### src/rtl/mac_pkg.sv
// Shared MAC definitions: controller state encoding and default datapath sizes.
package mac_pkg;

    typedef enum logic [1:0] {
        IDLE  = 2'd0,
        RUN   = 2'd1,
        DRAIN = 2'd2,
        DONE  = 2'd3
    } mac_state_e;

    localparam int MAC_W       = 8;
    localparam int MAC_FRAC    = 4;
    localparam int MAC_MAX_LEN = 16;

endpackage

### src/rtl/mac_sat.sv
// Fixed-point rescale of the accumulator (floor shift by FRAC) and
// saturation to a W-bit signed result.
module mac_sat
    import mac_pkg::*;
#(
    parameter int ACC_W = 20,
    parameter int W     = MAC_W,
    parameter int FRAC  = MAC_FRAC
) (
    input  logic [ACC_W-1:0] acc_i,
    output logic [W-1:0]     res_o,
    output logic             ovf_o
);

    localparam logic signed [ACC_W-1:0] MAXV =
        {{(ACC_W-W+1){1'b0}}, {(W-1){1'b1}}};
    localparam logic signed [ACC_W-1:0] MINV =
        {{(ACC_W-W+1){1'b1}}, {(W-1){1'b0}}};

    logic signed [ACC_W-1:0] shr;

    always_comb begin
        shr   = $signed(acc_i) >>> FRAC;
        res_o = shr[W-1:0];
        ovf_o = 1'b0;
        if (shr > MAXV) begin
            res_o = {1'b0, {(W-1){1'b1}}};
            ovf_o = 1'b1;
        end else if (shr < MINV) begin
            res_o = {1'b1, {(W-1){1'b0}}};
            ovf_o = 1'b1;
        end
    end

endmodule

### src/rtl/param_mac.sv
// Streaming signed fixed-point dot-product unit: multiply, accumulate,
// then rescale and saturate once the last term has drained.
module param_mac
    import mac_pkg::*;
#(
    parameter int  W       = MAC_W,
    parameter int  FRAC    = MAC_FRAC,
    parameter int  MAX_LEN = MAC_MAX_LEN,
    parameter int  ACC_W   = 2 * W + $clog2(MAX_LEN),
    localparam int LEN_W   = $clog2(MAX_LEN + 1)
) (
    input  logic             clk,
    input  logic             rst,
    input  logic             stMAC,
    input  logic [LEN_W-1:0] len,
    input  logic [W-1:0]     b,
    input  logic [W-1:0]     c,
    input  logic             in_valid,
    output logic             in_ready,
    output logic [W-1:0]     result,
    output logic             done,
    output logic             ovf,
    output logic             busy
);

    localparam logic [LEN_W-1:0] LEN_MAX = LEN_W'(MAX_LEN);

    mac_state_e       state_q, state_d;
    logic [LEN_W-1:0] rem_q, rem_d;
    logic             drain_q, drain_d;
    logic [2*W-1:0]   prod_q, prod_d;
    logic             prod_v_q;
    logic [ACC_W-1:0] acc_q, acc_d;
    logic [W-1:0]     res_q, res_d, sat_res;
    logic             ovf_q, ovf_d, sat_ovf;
    logic             start, accept;

    assign start    = (state_q == IDLE) && stMAC;
    assign in_ready = (state_q == RUN) && (rem_q != '0);
    assign accept   = in_ready && in_valid;
    assign busy     = (state_q != IDLE);
    assign done     = (state_q == DONE);
    assign result   = res_q;
    assign ovf      = ovf_q;

    always_comb begin
        state_d = state_q;
        rem_d   = rem_q;
        drain_d = drain_q;
        unique case (state_q)
            IDLE: begin
                if (stMAC) begin
                    if (len == '0) begin
                        state_d = DONE;
                    end else begin
                        state_d = RUN;
                        rem_d   = (len > LEN_MAX) ? LEN_MAX : len;
                    end
                end
            end
            RUN: begin
                if (accept) rem_d = rem_q - 1'b1;
                if (rem_q == '0) begin
                    state_d = DRAIN;
                    drain_d = 1'b0;
                end
            end
            DRAIN: begin
                drain_d = 1'b1;
                if (drain_q) state_d = DONE;
            end
            DONE: state_d = IDLE;
            default: state_d = IDLE;
        endcase
    end

    // Operands sign-extended to 2W so the truncated product is the exact signed product.
    always_comb begin
        prod_d = prod_q;
        acc_d  = acc_q;
        res_d  = res_q;
        ovf_d  = ovf_q;
        if (accept) prod_d = {{W{b[W-1]}}, b} * {{W{c[W-1]}}, c};
        if (start) begin
            acc_d = '0;
        end else if (prod_v_q) begin
            acc_d = acc_q + {{(ACC_W-2*W){prod_q[2*W-1]}}, prod_q};
        end
        if (start && (len == '0)) begin
            res_d = '0;
            ovf_d = 1'b0;
        end else if ((state_q == DRAIN) && drain_q) begin
            res_d = sat_res;
            ovf_d = sat_ovf;
        end
    end

    always_ff @(posedge clk or posedge rst) begin
        if (rst) begin
            state_q  <= IDLE;
            rem_q    <= '0;
            drain_q  <= 1'b0;
            prod_q   <= '0;
            prod_v_q <= 1'b0;
            acc_q    <= '0;
            res_q    <= '0;
            ovf_q    <= 1'b0;
        end else begin
            state_q  <= state_d;
            rem_q    <= rem_d;
            drain_q  <= drain_d;
            prod_q   <= prod_d;
            prod_v_q <= accept;
            acc_q    <= acc_d;
            res_q    <= res_d;
            ovf_q    <= ovf_d;
        end
    end

    mac_sat #(
        .ACC_W (ACC_W),
        .W     (W),
        .FRAC  (FRAC)
    ) u_sat (
        .acc_i (acc_q),
        .res_o (sat_res),
        .ovf_o (sat_ovf)
    );

endmodule

### config.mk
export PLATFORM = sky130hd
export DESIGN_NAME = param_mac
export DESIGN_NICKNAME = d
export VERILOG_FILES = /design/src/rtl/mac_pkg.sv /design/src/rtl/mac_sat.sv /design/src/rtl/param_mac.sv
export SDC_FILE = /design/constraint.sdc
export NUM_CORES = 1
export LEC_CHECK = 0
export ABC_AREA = 1
export CORE_UTILIZATION = 65
export DETAILED_ROUTE_END_ITERATION = 6
export PLACE_DENSITY = 0.86
export SETUP_SLACK_MARGIN = 0.2
export SYNTH_ARGS = -nofsm -noshare
export SYNTH_HDL_FRONTEND = slang
export SYNTH_SLANG_ARGS = --single-unit
### constraint.sdc
create_clock -name clk -period 4.8 [get_ports clk]
set_input_delay 0.48 -clock clk [delete_from_list [all_inputs] [get_ports clk]]
set_output_delay 0.48 -clock clk [all_outputs]
set_load 0.01 [all_outputs]
==> reports/qor.csv, run 1 <==
metric;value;unit
share of flip-flops with an asynchronous set or reset;100;%
Setup-failing EPs final;0;
pins over their slew limit;0;
Hold Vio Cnt, Final;0;
first-pass GRT wire length;23600;um
yosys warns;0;
via count;5568;
CP arrival;4.57;ns
Hold Crit Class;reg -> reg;
Vias/cell;5.17;
clock skew;0.00471;ns
max_cap viols;0;
antenna cell count;0;
Seq pwr share;21.2;%
CTS Sinks;54;
WL per Instance;12.4;um
Num CTS Buffers;5;
Post-synth EDFFs;0;
post-route antenna net violation count;0;
CP Class;in -> reg;
Hold Buf Count CTS;0;
DP Wirelength;11000;um
post-route minimum period;4.35;ns
clock root buffer;clkbuf_8;
GRT overflow;0;
later-pin clock latency in the skew report;0.32;ns
Slew @ Worst Pin;1.08;ns
largest net degree at the start of global routing;55;
syn nets;1047;
layout cells sized above 1;4.01;%
top cells by area, synth;dfrtp_1 21%, nand2_1 18%, fa_1 18%, inv_1 12%, ha_1 11%;
drt total wl;13300;um
sw frac;50.9;%
Pwr per Cell Area;539;nW/um^2
Die Wd;100;um
top cell type's share of synthesized area;21.4;%
Top FF cell, synth;dfrtp_1;
num rows;35;
required time worst endpoint;5.02;ns
full die area;10100;um^2
# DRC;0;
Min Hold Slack;0.488;ns
worst r2r path cells;8;
Reg clk slew, reported paths;0.10;ns
worst slew margin relative to its limit;27.9;%
RR Startpoint;state_q[1]$_DFFE_PP0P_;
total internal power;0.00185;W
Seq/Total Area, Yosys;21.4;%
Ports;37;
CP endpoint kind;register;
vias in the first global route;5474;
antenna violations before repair;0;
Period Utilization, post-route;90.7;%
outcome;finished clean;
Avg Cell Area, Syn;6.92;um^2
CP startpoint kind;primary input;
router iterations before antenna repair;6;
area of the core;9330;um^2
clock power share;8.8;%
Distinct cells, synth;38;
Leakage Power;4.08;nW
reg2reg setup slack;2.28;ns
Post-DP Area;6830;um^2
# resized after CTS;0;
PortBufs;36;
post-CTS setup buffers;0;
synthesized area;6300;um^2
VDD IR max;0.374;mV
Yosys top cell by area;dfrtp_1;
post-synthesis cell count;911;
Worst Setup SP;c[4];
Final nets;1083;
Max Fclk;230;MHz
RePlAce Congestion;0.940;
area grow syn2layout;10.8;%
CP endpoint;prod_q[15]$_DFFE_PP0P_;
Fillers;766;
CTS tree;yes;
worst r2r dst;acc_q[14]$_DFFE_PP0P_;
Starting Density;67.6;%
#FFs+latches synth;54;
gr usage total;29.4;%
RSZ-0062 raised after global routing;false;
Logic pwr share;70.0;%
Bufs on Longest Clock Path;2;
final instance area;6980;um^2
DRT iter0 DRCs;303;
P_sw;0.00192;W
Die Ht;100;um
H-tree depth;2;
Crit Path Max Fanout;5;
power by group through the flow:
stage | Clock [W] | Sequential (W) | Combinational, W
3_5_place_dp | 0 | 0.000804 | 0.00258
6_report | 0.000330 | 0.000800 | 0.00264
4_1_cts | 0.000333 | 0.000799 | 0.00260
5_1_grt | 0.000351 | 0.000827 | 0.00305
2_1_floorplan | 0 | 0.000780 | 0.00198
3_3_place_gp | 0 | 0.000803 | 0.00251
per-stage QoR:
step / setup WS (ns) / util (%) / TNS (ns) / total power [W] / cells
after floorplan: 0.520 / - / 0 / 0.00275 / 911
after global placement: -0.0128 / 73.3 / -0.0128 / 0.00331 / 1069
after detailed placement: -0.0632 / 73.3 / -0.0981 / 0.00339 / 1069
after CTS: 0.288 / 74.6 / 0 / 0.00373 / 1077
after global routing: 0.216 / 74.8 / 0 / 0.00423 / 1077
final: 0.448 / 74.8 / 0 / 0.00377 / 1077
per-layer routing:
metal / vias to the layer above / GRT usage, % / part of all wire [%]
li1: 2815 / - / -
met1: 2593 / 41.3 / 48
met2: 142 / 48.9 / 46
met3: 18 / 3.81 / 5.1
met4: 0 / 6.69 / 1.2
met5: - / 0 / 0
worst max-delay path: stages:
cell	delay, ns
clkdlybuf4s50_1	0.54
buf_4	0.17
nand2_1	0.08
fa_1	0.55
inv_1	0.05
fa_1	0.47
fa_1	0.56
inv_1	0.06
fa_1	0.53
inv_1	0.04
ha_2	0.36
nand2_1	0.06
nand2_1	0.09
nand2_1	0.09
nand2_1	0.07
nand2_1	0.05
nand3_1	0.12
nand3_1	0.09
nand3_1	0.08
nand2_1	0.05
cell usage after synthesis (all sizes together), types with 2 or more instances:
cell      n
a21oi    24
and2      2
buf       5
clkbuf   15
clkinv    2
dfrtp    54
fa       56
ha       55
inv     203
nand2   307
nand3    44
nand4     8
nor2     59
nor3      3
nor4      2
o21a      2
o21ai    39
o21bai    3
o22ai     6
or2       2
xnor2     8
xor2      4
flip-flops by register name (all words and copies together) (netlist names):
signal and cells:
acc_q 20, prod_q 16, result 8, rem_q 5, state_q 2, drain_q 1
ovf 1, prod_v_q 1
cell type report:
| cell class | instances | area [um^2] | area share [%] |
|---|---|---|---|
| multi-input cells | 632 | 4110 | 58.8 |
| repair buffers | 49 | 468 | 6.70 |
| flip-flops and latches | 54 | 1350 | 19.4 |
| inverters | 205 | 772 | 11.1 |
| clock inverters | 2 | 38.8 | 0.556 |
| clock buffers | 6 | 82.6 | 1.18 |
| well taps | 129 | 161 | 2.31 |
logic make-up (layout without fill, tap and decap cells):
| family | after synthesis | after routing | synth area share, % |
|---|---|---|---|
| simple gates | 428 | 428 | 27.2 |
| buf+inv | 225 | 262 | 13.6 |
| fa+ha+maj | 111 | 111 | 28.7 |
| compound gates | 81 | 81 | 7.33 |
| flops | 54 | 54 | 21.4 |
| xor+xnor | 12 | 12 | 1.67 |
placed cells by master (no fill, tap or decap), drive strengths merged, types with 4 or more instances in the layout:
| master | n |
|---|---|
| nand2 | 307 |
| inv | 205 |
| nor2 | 59 |
| fa | 56 |
| ha | 55 |
| dfrtp | 54 |
| nand3 | 44 |
| o21ai | 39 |
| clkdlybuf4s50 | 32 |
| a21oi | 24 |
| buf | 13 |
| nand4 | 8 |
| xnor2 | 8 |
| o22ai | 6 |
| clkbuf | 6 |
| xor2 | 4 |
| dlymetal6s2s | 4 |
worst min path at each step:
stage | from | to | slack, ns | depth (start not counted)
finish | result[7]$_DFFE_PP0P_ | result[7]$_DFFE_PP0P_ | 0.49 | 2
global route | result[4]$_DFFE_PP0P_ | result[4]$_DFFE_PP0P_ | 0.52 | 2
global placement | result[4]$_DFFE_PP0P_ | result[4]$_DFFE_PP0P_ | 0.47 | 2
detailed placement | result[7]$_DFFE_PP0P_ | result[7]$_DFFE_PP0P_ | 0.47 | 2
CTS | result[7]$_DFFE_PP0P_ | result[7]$_DFFE_PP0P_ | 0.49 | 2
floorplan | rem_q[4]$_DFFE_PP0P_ | rem_q[4]$_DFFE_PP0P_ | 0.45 | 2
(Power assumes the default switching activity.)
==> run 2: changes to the inputs <==
CORE_UTILIZATION = 62   (was 65)
PLACE_DENSITY = 0.83   (was 0.86)
SLEW_MARGIN = 15   (was unset)
clock period = 4.9 ns   (was 4.8 ns; I/O delays follow)
==> reports/qor.csv, run 2 (synthesized netlist as in run 1, its figures left out) <==
metric;value;unit;change
RSZ-0062 raised after global routing;false;;
Pwr per Cell Area;527;nW/um^2;-2.4%
VDD IR max;0.276;mV;-26%
pins over their slew limit;0;;unchanged
post-route minimum period;4.42;ns;
drt total wl;13400;um;+1.0%
max FFs per register;20;;unchanged
CP Class;in -> reg;;
Reg clk slew, reported paths;0.10;ns;about the same
worst r2r dst;acc_q[14]$_DFFE_PP0P_;;
# DRC;0;;unchanged
area grow syn2layout;10.1;%;
worst slew margin relative to its limit;19.4;%;-8.5 points
Ports;37;;unchanged
Period Utilization, post-route;90.3;%;
Die Wd;103;um;+2.3%
total internal power;0.00177;W;-4.1%
Starting Density;64.2;%;-3.4 points
WL per Instance;12.5;um;+0.92%
CP startpoint kind;primary input;;
reg2reg setup slack;2.26;ns;-0.02 ns
later-pin clock latency in the skew report;0.32;ns;about the same
antenna cell count;0;;unchanged
worst r2r path cells;8;;unchanged
sw frac;51.5;%;+0.55 points
P_sw;0.00188;W;-1.9%
layout cells sized above 1;3.17;%;-0.83 points
Placed Instances;1070;;+0.094%
final std cells w/o fill;1078;;+0.093%
clock skew;0.00820;ns;+0.00349 ns
post-route antenna net violation count;0;;unchanged
Final nets;1080;;-0.28%
via count;5470;;-1.8%
CTS tree;yes;;
clock power share;8.7;%;about the same
Most flops, register;acc_q;;
RR Startpoint;state_q[0]$_DFFE_PP0P_;;
router iterations before antenna repair;5;;-1
Setup-failing EPs final;0;;unchanged
Logic pwr share;69.7;%;-0.3 points
Hold EP;result[5]$_DFFE_PP0P_;;
# resized after CTS;0;;unchanged
post-CTS setup buffers;0;;unchanged
required time worst endpoint;5.11;ns;+0.09 ns
largest net degree at the start of global routing;55;;unchanged
Bufs on Longest Clock Path;2;;unchanged
most common cell after layout, fill and taps aside;nand2_1;;
Die Ht;103;um;+2.3%
clock root buffer;clkbuf_8;;
Seq pwr share;21.6;%;+0.4 points
CP arrival;4.64;ns;+0.07 ns
Hold Buf Count CTS;0;;unchanged
CTS Sinks;54;;unchanged
gr usage total;28.4;%;-0.93 points
Crit Path Max Fanout;8;;+3
Hold Vio Cnt, Final;0;;unchanged
Num CTS Buffers;5;;unchanged
RePlAce Congestion;0.941;;+0.11%
GRT overflow;0;;unchanged
vias in the first global route;5221;;-4.6%
TNS Setup;0;ns;unchanged
num rows;36;;+2.9%
CP endpoint kind;register;;
Leakage Power;4.03;nW;-1.1%
Hold Crit Class;reg -> reg;;
H-tree depth;2;;unchanged
DRT iter0 DRCs;273;;-9.9%
Vias/cell;5.07;;-1.9%
PortBufs;36;;unchanged
antenna violations before repair;0;;unchanged
most frequent cells in the layout;305 x nand2_1, 200 x inv_1, 59 x nor2_1;;
Max Fclk;226;MHz;
outcome;finished clean;;
area of the core;9820;um^2;+5.3%
full die area;10600;um^2;+4.7%
Tot Pwr;0.00365;W;-3.0%
first-pass GRT wire length;23300;um;-1.4%
hold-critical path depth;2;;unchanged
Slew @ Worst Pin;1.20;ns;+0.127 ns
DP Wirelength;11200;um;+1.9%
worst min-delay path startpoint;result[5]$_DFFE_PP0P_;;
max_cap viols;0;;unchanged
run 2: changes by cell type in the layout (fill, tap and decap cells not counted), moves of 2 or more:
| cell | previous run | this run |
|---|---|---|
| buf_4 | 13 | 10 |
| dlymetal6s2s_1 | 4 | 1 |
| nand2_2 | 3 | 1 |
| nand2_1 | 303 | 305 |
| clkdlybuf4s50_1 | 32 | 35 |
run 2: final cells by class:
cell class	count	area (um^2)
multi-input cells	632	4090
fillers	875	2880
flip-flops and latches	54	1350
inverters	205	772
repair buffers	46	438
well taps	133	166
clock buffers	5	68.8
clock inverters	3	48.8
run 2: critical path, stage by stage:
cell,delay (ns)
clkdlybuf4s50_1,0.68
nor2_1,0.13
fa_1,0.55
inv_1,0.06
fa_1,0.50
inv_1,0.05
fa_1,0.52
inv_1,0.05
fa_1,0.53
inv_1,0.04
ha_1,0.34
a21o_1,0.23
a21oi_1,0.20
nand4_1,0.12
nand3_1,0.09
nand2_1,0.06
run 2: power by group through the flow:
stage | Combinational [W] | Clock, W | Sequential, W
final | 0.00255 | 0.000319 | 0.000790
after global routing | 0.00297 | 0.000339 | 0.000809
after CTS | 0.00254 | 0.000323 | 0.000788
after detailed placement | 0.00253 | 0 | 0.000793
after global placement | 0.00245 | 0 | 0.000791
after floorplan | 0.00193 | 0 | 0.000764
run 2: how the worst max path moves through the flow:
stage / startpoint / to / slack (ns)
floorplan: b[7] / prod_q[14]$_DFFE_PP0P_ / 0.61
detailed placement: c[7] / prod_q[12]$_DFFE_PP0P_ / 0.008
CTS: c[7] / prod_q[12]$_DFFE_PP0P_ / 0.37
finish: b[4] / prod_q[14]$_DFFE_PP0P_ / 0.48
global placement: c[7] / prod_q[10]$_DFFE_PP0P_ / 0.16
global route: b[4] / prod_q[13]$_DFFE_PP0P_ / 0.25
run 2: layer usage:
layer  up-vias  track usage [%]  share of wire, %
li1       2815                -                 -
met1      2505             39.0                47
met2       126             47.6                46
met3        24             4.27               4.5
met4         0             7.26               1.7
met5         -                0                 0
run 2: through the flow:
stage	utilization, %	hold slack [ns]	cell area [um^2]	setup slack, ns
6_report	70.7	0.492	6940	0.476
5_1_grt	70.7	0.516	6940	0.246
4_1_cts	70.6	0.494	6930	0.366
3_5_place_dp	69.4	0.467	6820	0.00756
3_3_place_gp	69.4	0.464	6820	0.155
2_1_floorplan	-	0.453	6300	0.610
